[src/rtl/led_cmd_pkg.sv]
// Shared definitions for the UART LED command front-end.
//   state_e   : frame parser / responder states
//   CMD_*     : command codes carried in the CMD byte
//   RSP_*     : response bytes returned to the UART transmitter
//   cmd_valid : true when a CMD/ARG pair names an executable command
package led_cmd_pkg;

  typedef enum logic [2:0] {
    IDLE,
    GET_CMD,
    GET_ARG,
    GET_CHK,
    EXEC,
    RESP
  } state_e;

  localparam logic [7:0] CMD_SET_MODE = 8'h01;
  localparam logic [7:0] CMD_BREATH   = 8'h02;
  localparam logic [7:0] CMD_FLOW     = 8'h03;

  localparam logic [7:0] RSP_ACK = 8'h06;
  localparam logic [7:0] RSP_NAK = 8'h15;

  localparam logic [7:0] DEFAULT_HDR = 8'hA5;

  function automatic logic cmd_valid(input logic [7:0] cmd, input logic [7:0] arg);
    logic ok;
    ok = 1'b0;
    case (cmd)
      CMD_SET_MODE: ok = (arg[7:2] == 6'd0);
      CMD_BREATH:   ok = 1'b1;
      CMD_FLOW:     ok = 1'b1;
      default:      ok = 1'b0;
    endcase
    return ok;
  endfunction

endpackage

[src/rtl/led_cmd_timeout.sv]
// Inter-byte gap counter.
//   clk, rst_n : clock, synchronous active-low reset
//   en         : count while high, held at zero while low
//   clr        : restart the gap (byte received); overrides expiry
//   expire     : high in the cycle the count reaches the limit
module led_cmd_timeout #(
  parameter int unsigned CLK_FREQ   = 50_000_000,
  parameter int unsigned TIMEOUT_MS = 10
) (
  input  logic clk,
  input  logic rst_n,
  input  logic en,
  input  logic clr,
  output logic expire
);

  localparam int unsigned TO_CYC = CLK_FREQ / 1000 * TIMEOUT_MS - 1;
  localparam int unsigned CW     = $clog2(TO_CYC + 1);
  localparam logic [CW-1:0] TO_LIM = CW'(TO_CYC);

  logic [CW-1:0] cnt_q, cnt_d;
  logic          at_lim;

  always_comb begin
    at_lim = (cnt_q == TO_LIM);
    expire = en && !clr && at_lim;
    if (!en || clr || at_lim) begin
      cnt_d = '0;
    end else begin
      cnt_d = cnt_q + 1'b1;
    end
  end

  always_ff @(posedge clk) begin
    if (!rst_n) begin
      cnt_q <= '0;
    end else begin
      cnt_q <= cnt_d;
    end
  end

endmodule

[src/rtl/led_uart_cmd.sv]
// UART command front-end for the LED path.
// Parses HDR,CMD,ARG,CHK frames (CHK = CMD ^ ARG) into LED controls and
// answers each complete frame with ACK/NAK over a req/ready handshake.
//   sys_clk, rst_n : clock, synchronous active-low reset
//   rx_data/rx_flag: received byte and its 1-cycle valid strobe
//   tx_ready       : transmitter accepts a byte
//   tx_data/tx_req : response byte, request held until tx_ready
//   led_switch     : LED source select (registered, holds between frames)
//   b_en/f_en      : 1-cycle pattern latch strobes
//   frame_err      : 1-cycle strobe on NAK or inter-byte timeout
module led_uart_cmd
  import led_cmd_pkg::*;
#(
  parameter int unsigned CLK_FREQ   = 50_000_000,
  parameter int unsigned TIMEOUT_MS = 10,
  parameter logic [7:0]  HDR_BYTE   = DEFAULT_HDR
) (
  input  logic       sys_clk,
  input  logic       rst_n,
  input  logic [7:0] rx_data,
  input  logic       rx_flag,
  input  logic       tx_ready,
  output logic [7:0] tx_data,
  output logic       tx_req,
  output logic [1:0] led_switch,
  output logic       b_en,
  output logic       f_en,
  output logic       frame_err
);

  state_e     state_q, state_d;
  logic [7:0] cmd_q, cmd_d;
  logic [7:0] arg_q, arg_d;
  logic       chk_ok_q, chk_ok_d;
  logic [1:0] led_switch_q, led_switch_d;
  logic       b_en_q, b_en_d;
  logic       f_en_q, f_en_d;
  logic       frame_err_q, frame_err_d;
  logic       tx_req_q, tx_req_d;
  logic [7:0] tx_data_q, tx_data_d;
  logic       chk_now;
  logic       to_en;
  logic       to_expire;

  assign to_en = (state_q == GET_CMD) || (state_q == GET_ARG) || (state_q == GET_CHK);

  led_cmd_timeout #(
    .CLK_FREQ  (CLK_FREQ),
    .TIMEOUT_MS(TIMEOUT_MS)
  ) u_timeout (
    .clk   (sys_clk),
    .rst_n (rst_n),
    .en    (to_en),
    .clr   (rx_flag),
    .expire(to_expire)
  );

  always_comb begin
    state_d      = state_q;
    cmd_d        = cmd_q;
    arg_d        = arg_q;
    chk_ok_d     = chk_ok_q;
    led_switch_d = led_switch_q;
    b_en_d       = 1'b0;
    f_en_d       = 1'b0;
    frame_err_d  = 1'b0;
    tx_req_d     = tx_req_q;
    tx_data_d    = tx_data_q;
    chk_now      = (rx_data == (cmd_q ^ arg_q));

    unique case (state_q)
      IDLE: begin
        if (rx_flag && (rx_data == HDR_BYTE)) state_d = GET_CMD;
      end
      GET_CMD: begin
        if (rx_flag) begin
          cmd_d   = rx_data;
          state_d = GET_ARG;
        end else if (to_expire) begin
          frame_err_d = 1'b1;
          state_d     = IDLE;
        end
      end
      GET_ARG: begin
        if (rx_flag) begin
          arg_d   = rx_data;
          state_d = GET_CHK;
        end else if (to_expire) begin
          frame_err_d = 1'b1;
          state_d     = IDLE;
        end
      end
      GET_CHK: begin
        if (rx_flag) begin
          chk_ok_d = chk_now;
          state_d  = EXEC;
          // Effects are registered on the CHK strobe so that the strobes
          // and the new led_switch are visible during the EXEC cycle.
          if (chk_now && cmd_valid(cmd_q, arg_q)) begin
            case (cmd_q)
              CMD_SET_MODE: led_switch_d = arg_q[1:0];
              CMD_BREATH:   b_en_d       = 1'b1;
              CMD_FLOW:     f_en_d       = 1'b1;
              default:      ;
            endcase
          end else begin
            frame_err_d = 1'b1;
          end
        end else if (to_expire) begin
          frame_err_d = 1'b1;
          state_d     = IDLE;
        end
      end
      EXEC: begin
        tx_req_d  = 1'b1;
        tx_data_d = (chk_ok_q && cmd_valid(cmd_q, arg_q)) ? RSP_ACK : RSP_NAK;
        state_d   = RESP;
      end
      RESP: begin
        if (tx_ready) begin
          tx_req_d = 1'b0;
          state_d  = IDLE;
        end
      end
      default: state_d = IDLE;
    endcase
  end

  always_ff @(posedge sys_clk) begin
    if (!rst_n) begin
      state_q      <= IDLE;
      cmd_q        <= '0;
      arg_q        <= '0;
      chk_ok_q     <= 1'b0;
      led_switch_q <= 2'b00;
      b_en_q       <= 1'b0;
      f_en_q       <= 1'b0;
      frame_err_q  <= 1'b0;
      tx_req_q     <= 1'b0;
      tx_data_q    <= 8'h00;
    end else begin
      state_q      <= state_d;
      cmd_q        <= cmd_d;
      arg_q        <= arg_d;
      chk_ok_q     <= chk_ok_d;
      led_switch_q <= led_switch_d;
      b_en_q       <= b_en_d;
      f_en_q       <= f_en_d;
      frame_err_q  <= frame_err_d;
      tx_req_q     <= tx_req_d;
      tx_data_q    <= tx_data_d;
    end
  end

  assign tx_data    = tx_data_q;
  assign tx_req     = tx_req_q;
  assign led_switch = led_switch_q;
  assign b_en       = b_en_q;
  assign f_en       = f_en_q;
  assign frame_err  = frame_err_q;

endmodule

[config.mk]
export PLATFORM = sky130hd
export DESIGN_NAME = led_uart_cmd
export DESIGN_NICKNAME = d
export VERILOG_FILES = /design/src/rtl/led_cmd_pkg.sv /design/src/rtl/led_cmd_timeout.sv /design/src/rtl/led_uart_cmd.sv
export SDC_FILE = /design/constraint.sdc
export NUM_CORES = 1
export LEC_CHECK = 0
export ABC_AREA = 1
export CAP_MARGIN = 25
export CORE_ASPECT_RATIO = 1.5
export CORE_MARGIN = 10
export CORE_UTILIZATION = 46
export CTS_CLUSTER_SIZE = 25
export DETAILED_ROUTE_END_ITERATION = 8
export PLACE_DENSITY_LB_ADDON = 0.05
export SLEW_MARGIN = 20
export SYNTH_ARGS = -nofsm -noshare
export SYNTH_HDL_FRONTEND = slang
export SYNTH_SLANG_ARGS = --single-unit
[constraint.sdc]
create_clock -name sys_clk -period 1.81 [get_ports sys_clk]
set_clock_uncertainty 0.1 [all_clocks]
set_input_delay 0.2715 -clock sys_clk [delete_from_list [all_inputs] [get_ports sys_clk]]
set_output_delay 0.2715 -clock sys_clk [all_outputs]
set_load 0.005 [all_outputs]
==> out/results.tsv <==
metric	value	unit
cts_hold_buf	0	
critPathRequiredTime	1.90	ns
whs	0.343	ns
core	5200	µm²
crit_cells	10	
io_pins	26	
synth_top_cell_area_share	0.386	
ys_warn_count	0	
antenna_cells	0	
hold_path.class	reg2reg	
p_leak	1.30	nW
grt_max_degree	17	
finalHoldViolCount	0	
dp_hpwl	4810	µm
ys_seq_elements	48	
synth_edf_count	0	
die_y	110	µm
drc_errors	0	
path_buf_inv	2	
cts_tree	built	
firstDrtPassIters	4	
grt_setup_unrepaired	false	
antenna_found_initial	0	
fmax	609	MHz
crit_type	reg2reg	
drive_gt1_frac	0.138	
ys.flop_type	dfxtp_1	
clk_path_buf_depth	2	
synth-seq-area-share	0.386	
avgSynthCellArea	6.89	µm²
vias_per_cell	5.00	
r2r_cells	10	
die_area	8820	µm²
ant_nets	0	
wirelength	5910	µm
die_w	80.1	µm
start_util	0.479	
yosys.cell_count.top_type	nand2_1	
synth.cell_area	2490	µm²
numCtsBuffers	5	
h-tree-depth	2	
synth_top_area_cell	dfxtp_1	
status	finished, final reports clean	
drtIter0Drc	59	
dr_total_vias	2371	
cp-end-kind	flip-flop	
crit_path_max_incr_delay	0.37	ns
grt_pass1_vias	2294	
track_usage	0.141	
cts.clk_slew.worst_paths	0.09	ns
timing.final.crit_share	0.907	
place_congestion	0.850	
clkSinkCount	48	
rrSetupSlack	0.17	ns
power	1.83	mW
crit_slowest_cell	dfxtp_4	
start_kind	flip-flop	
yosys-top-cells-area	dfxtp_1 (39%), nand2_1 (13%), inv_1 (6.9%)	
ir_drop	0.000533	V
port_buffers	21	
insertion_delay	0.30	ns
cp_max_fo	5	
drv_slew	0	
yosys-top-cells-count	nand2_1 (86), dfxtp_1 (48), inv_1 (46), nor2_1 (37), a21oi_1 (30)	
post_drt_wl_per_cell	12.5	µm
yosys.cell_types.count	36	
fin_crit	1.64	ns
syn_inst	362	
async_flop_share	0	
rows	32	
nFillCells	533	
grt_pass1_wl	9990	µm
nNetsFinal	418	
area_growth	21.7	%
root_buffer	clkbuf_8	
cp_top_family	simple AND/OR/NAND/NOR gates	
cap_violations	0	
setup_violations	0	
holdPathStages	1	
powerDensity	604	nW/µm²
final_util	0.583	
crit_chain	ha_1 -> nand2_1 -> nor2_2 -> inv_2 -> nor2_2 -> nand4_4 -> nand3_4 -> inv_2 -> o21ai_0 -> a21oi_1	
cp.arrival	1.73	ns
gr-total-overflow	0	
[worst register-to-register path: cells and delay by family (launching register included)]
kind / cells / cell delay (ns)
adders and majority gates: 1 / 0.16
DFF: 1 / 0.37
buffers and inverters: 2 / 0.14
AOI/OAI and AO/OA: 2 / 0.12
and+or+nand+nor: 5 / 0.65
[flip-flops by register name, summed over array words and instances (netlist names)]
signal / flops
led_switch: 2
f_en: 1
state_q: 3
b_en: 1
cmd_q: 8
arg_q: 8
chk_ok_q: 1
u_timeout.cnt_q: 19
frame_err: 1
tx_data: 3
tx_req: 1
[metal layers]
| layer | global-route usage | wire, µm |
|---|---|---|
| met1 | 0.124 | 2190 |
| met2 | 0.293 | 3460 |
| met3 | 0.0276 | 117 |
| met4 | 0.0619 | 146 |
| met5 | 0 | 0 |
[area by class of cell]
type                            instances  area [µm²]  area share
Clock buffer                            6        82.6      0.0272
Clock inverter                          2        10.0     0.00330
Inverter                               51         191      0.0631
Multi-Input combinational cell        257        1310       0.431
Sequential cell                        48         966       0.318
Tap cell                               68        85.1      0.0280
Timing Repair Buffer                   42         393       0.129
[cell families after synthesis]
group | Yosys count | share of synthesized area
flops | 48 | 0.386
other cells | 1 | 0.00150
buf+inv | 61 | 0.103
xor+xnor | 5 | 0.0176
simple gates | 190 | 0.369
compound gates | 56 | 0.118
fa+ha+maj | 1 | 0.00502
[where the power goes]
group	total [mW]	switching, mW	internal, mW
clock	0.670	0.364	0.306
sequential	1.05	0.000329	1.05
combinational	0.108	0.0577	0.0502
[placed cells by master, fill, tap and decap left out]
cell type and count:
conb_1 4, buf_12 2, a21o_2 1, and3_1 1, nor3_4 2, nor2_1 36, nand3_2 1, nor2_4 4
inv_2 5, nand3_1 24, or2_0 1, nand3_4 1, nand4_1 11, nand2_1 86, or2_2 1, nand2_2 1
buf_4 19, nor3_2 1, or2_1 1, o21ai_0 20, dfxtp_4 1, dfxtp_1 46, ha_1 1, clkdlybuf4s50_1 21
nand4_4 2, o2111ai_1 1, xor2_1 5, nor2_2 6, nand3b_1 2, a21oi_1 30, dfxtp_2 1, o21a_1 2
clkinv_2 2, clkbuf_8 6, o21ai_1 1, a31oi_1 1, nor3b_1 1, inv_1 46, nor3_1 9
[final timing paths]
path / startpoint / endpoint
max: u_timeout.cnt_q[0] / u_timeout.cnt_q[12]
min: u_timeout.cnt_q[0] / u_timeout.cnt_q[0]
max reg2reg: u_timeout.cnt_q[0] / u_timeout.cnt_q[12]
min reg2reg: u_timeout.cnt_q[0] / u_timeout.cnt_q[0]
[through the flow]
step	std cells	setup TNS [ns]	instance area, µm²	setup slack (ns)
2_1_floorplan	365	0	2500	0.288
3_3_place_gp	463	-0.161	2900	-0.0671
3_5_place_dp	463	-0.334	2900	-0.0682
4_1_cts	471	0	2990	0.0540
5_1_grt	474	0	3030	0.0332
6_report	474	0	3030	0.168
[what timing repair did]
item,in CTS,in global routing
endpoints found under the setup margin,0,18
setup buffers,0,2
gates resized for setup,0,5
Note: power is estimated with default switching activity, not from simulation.
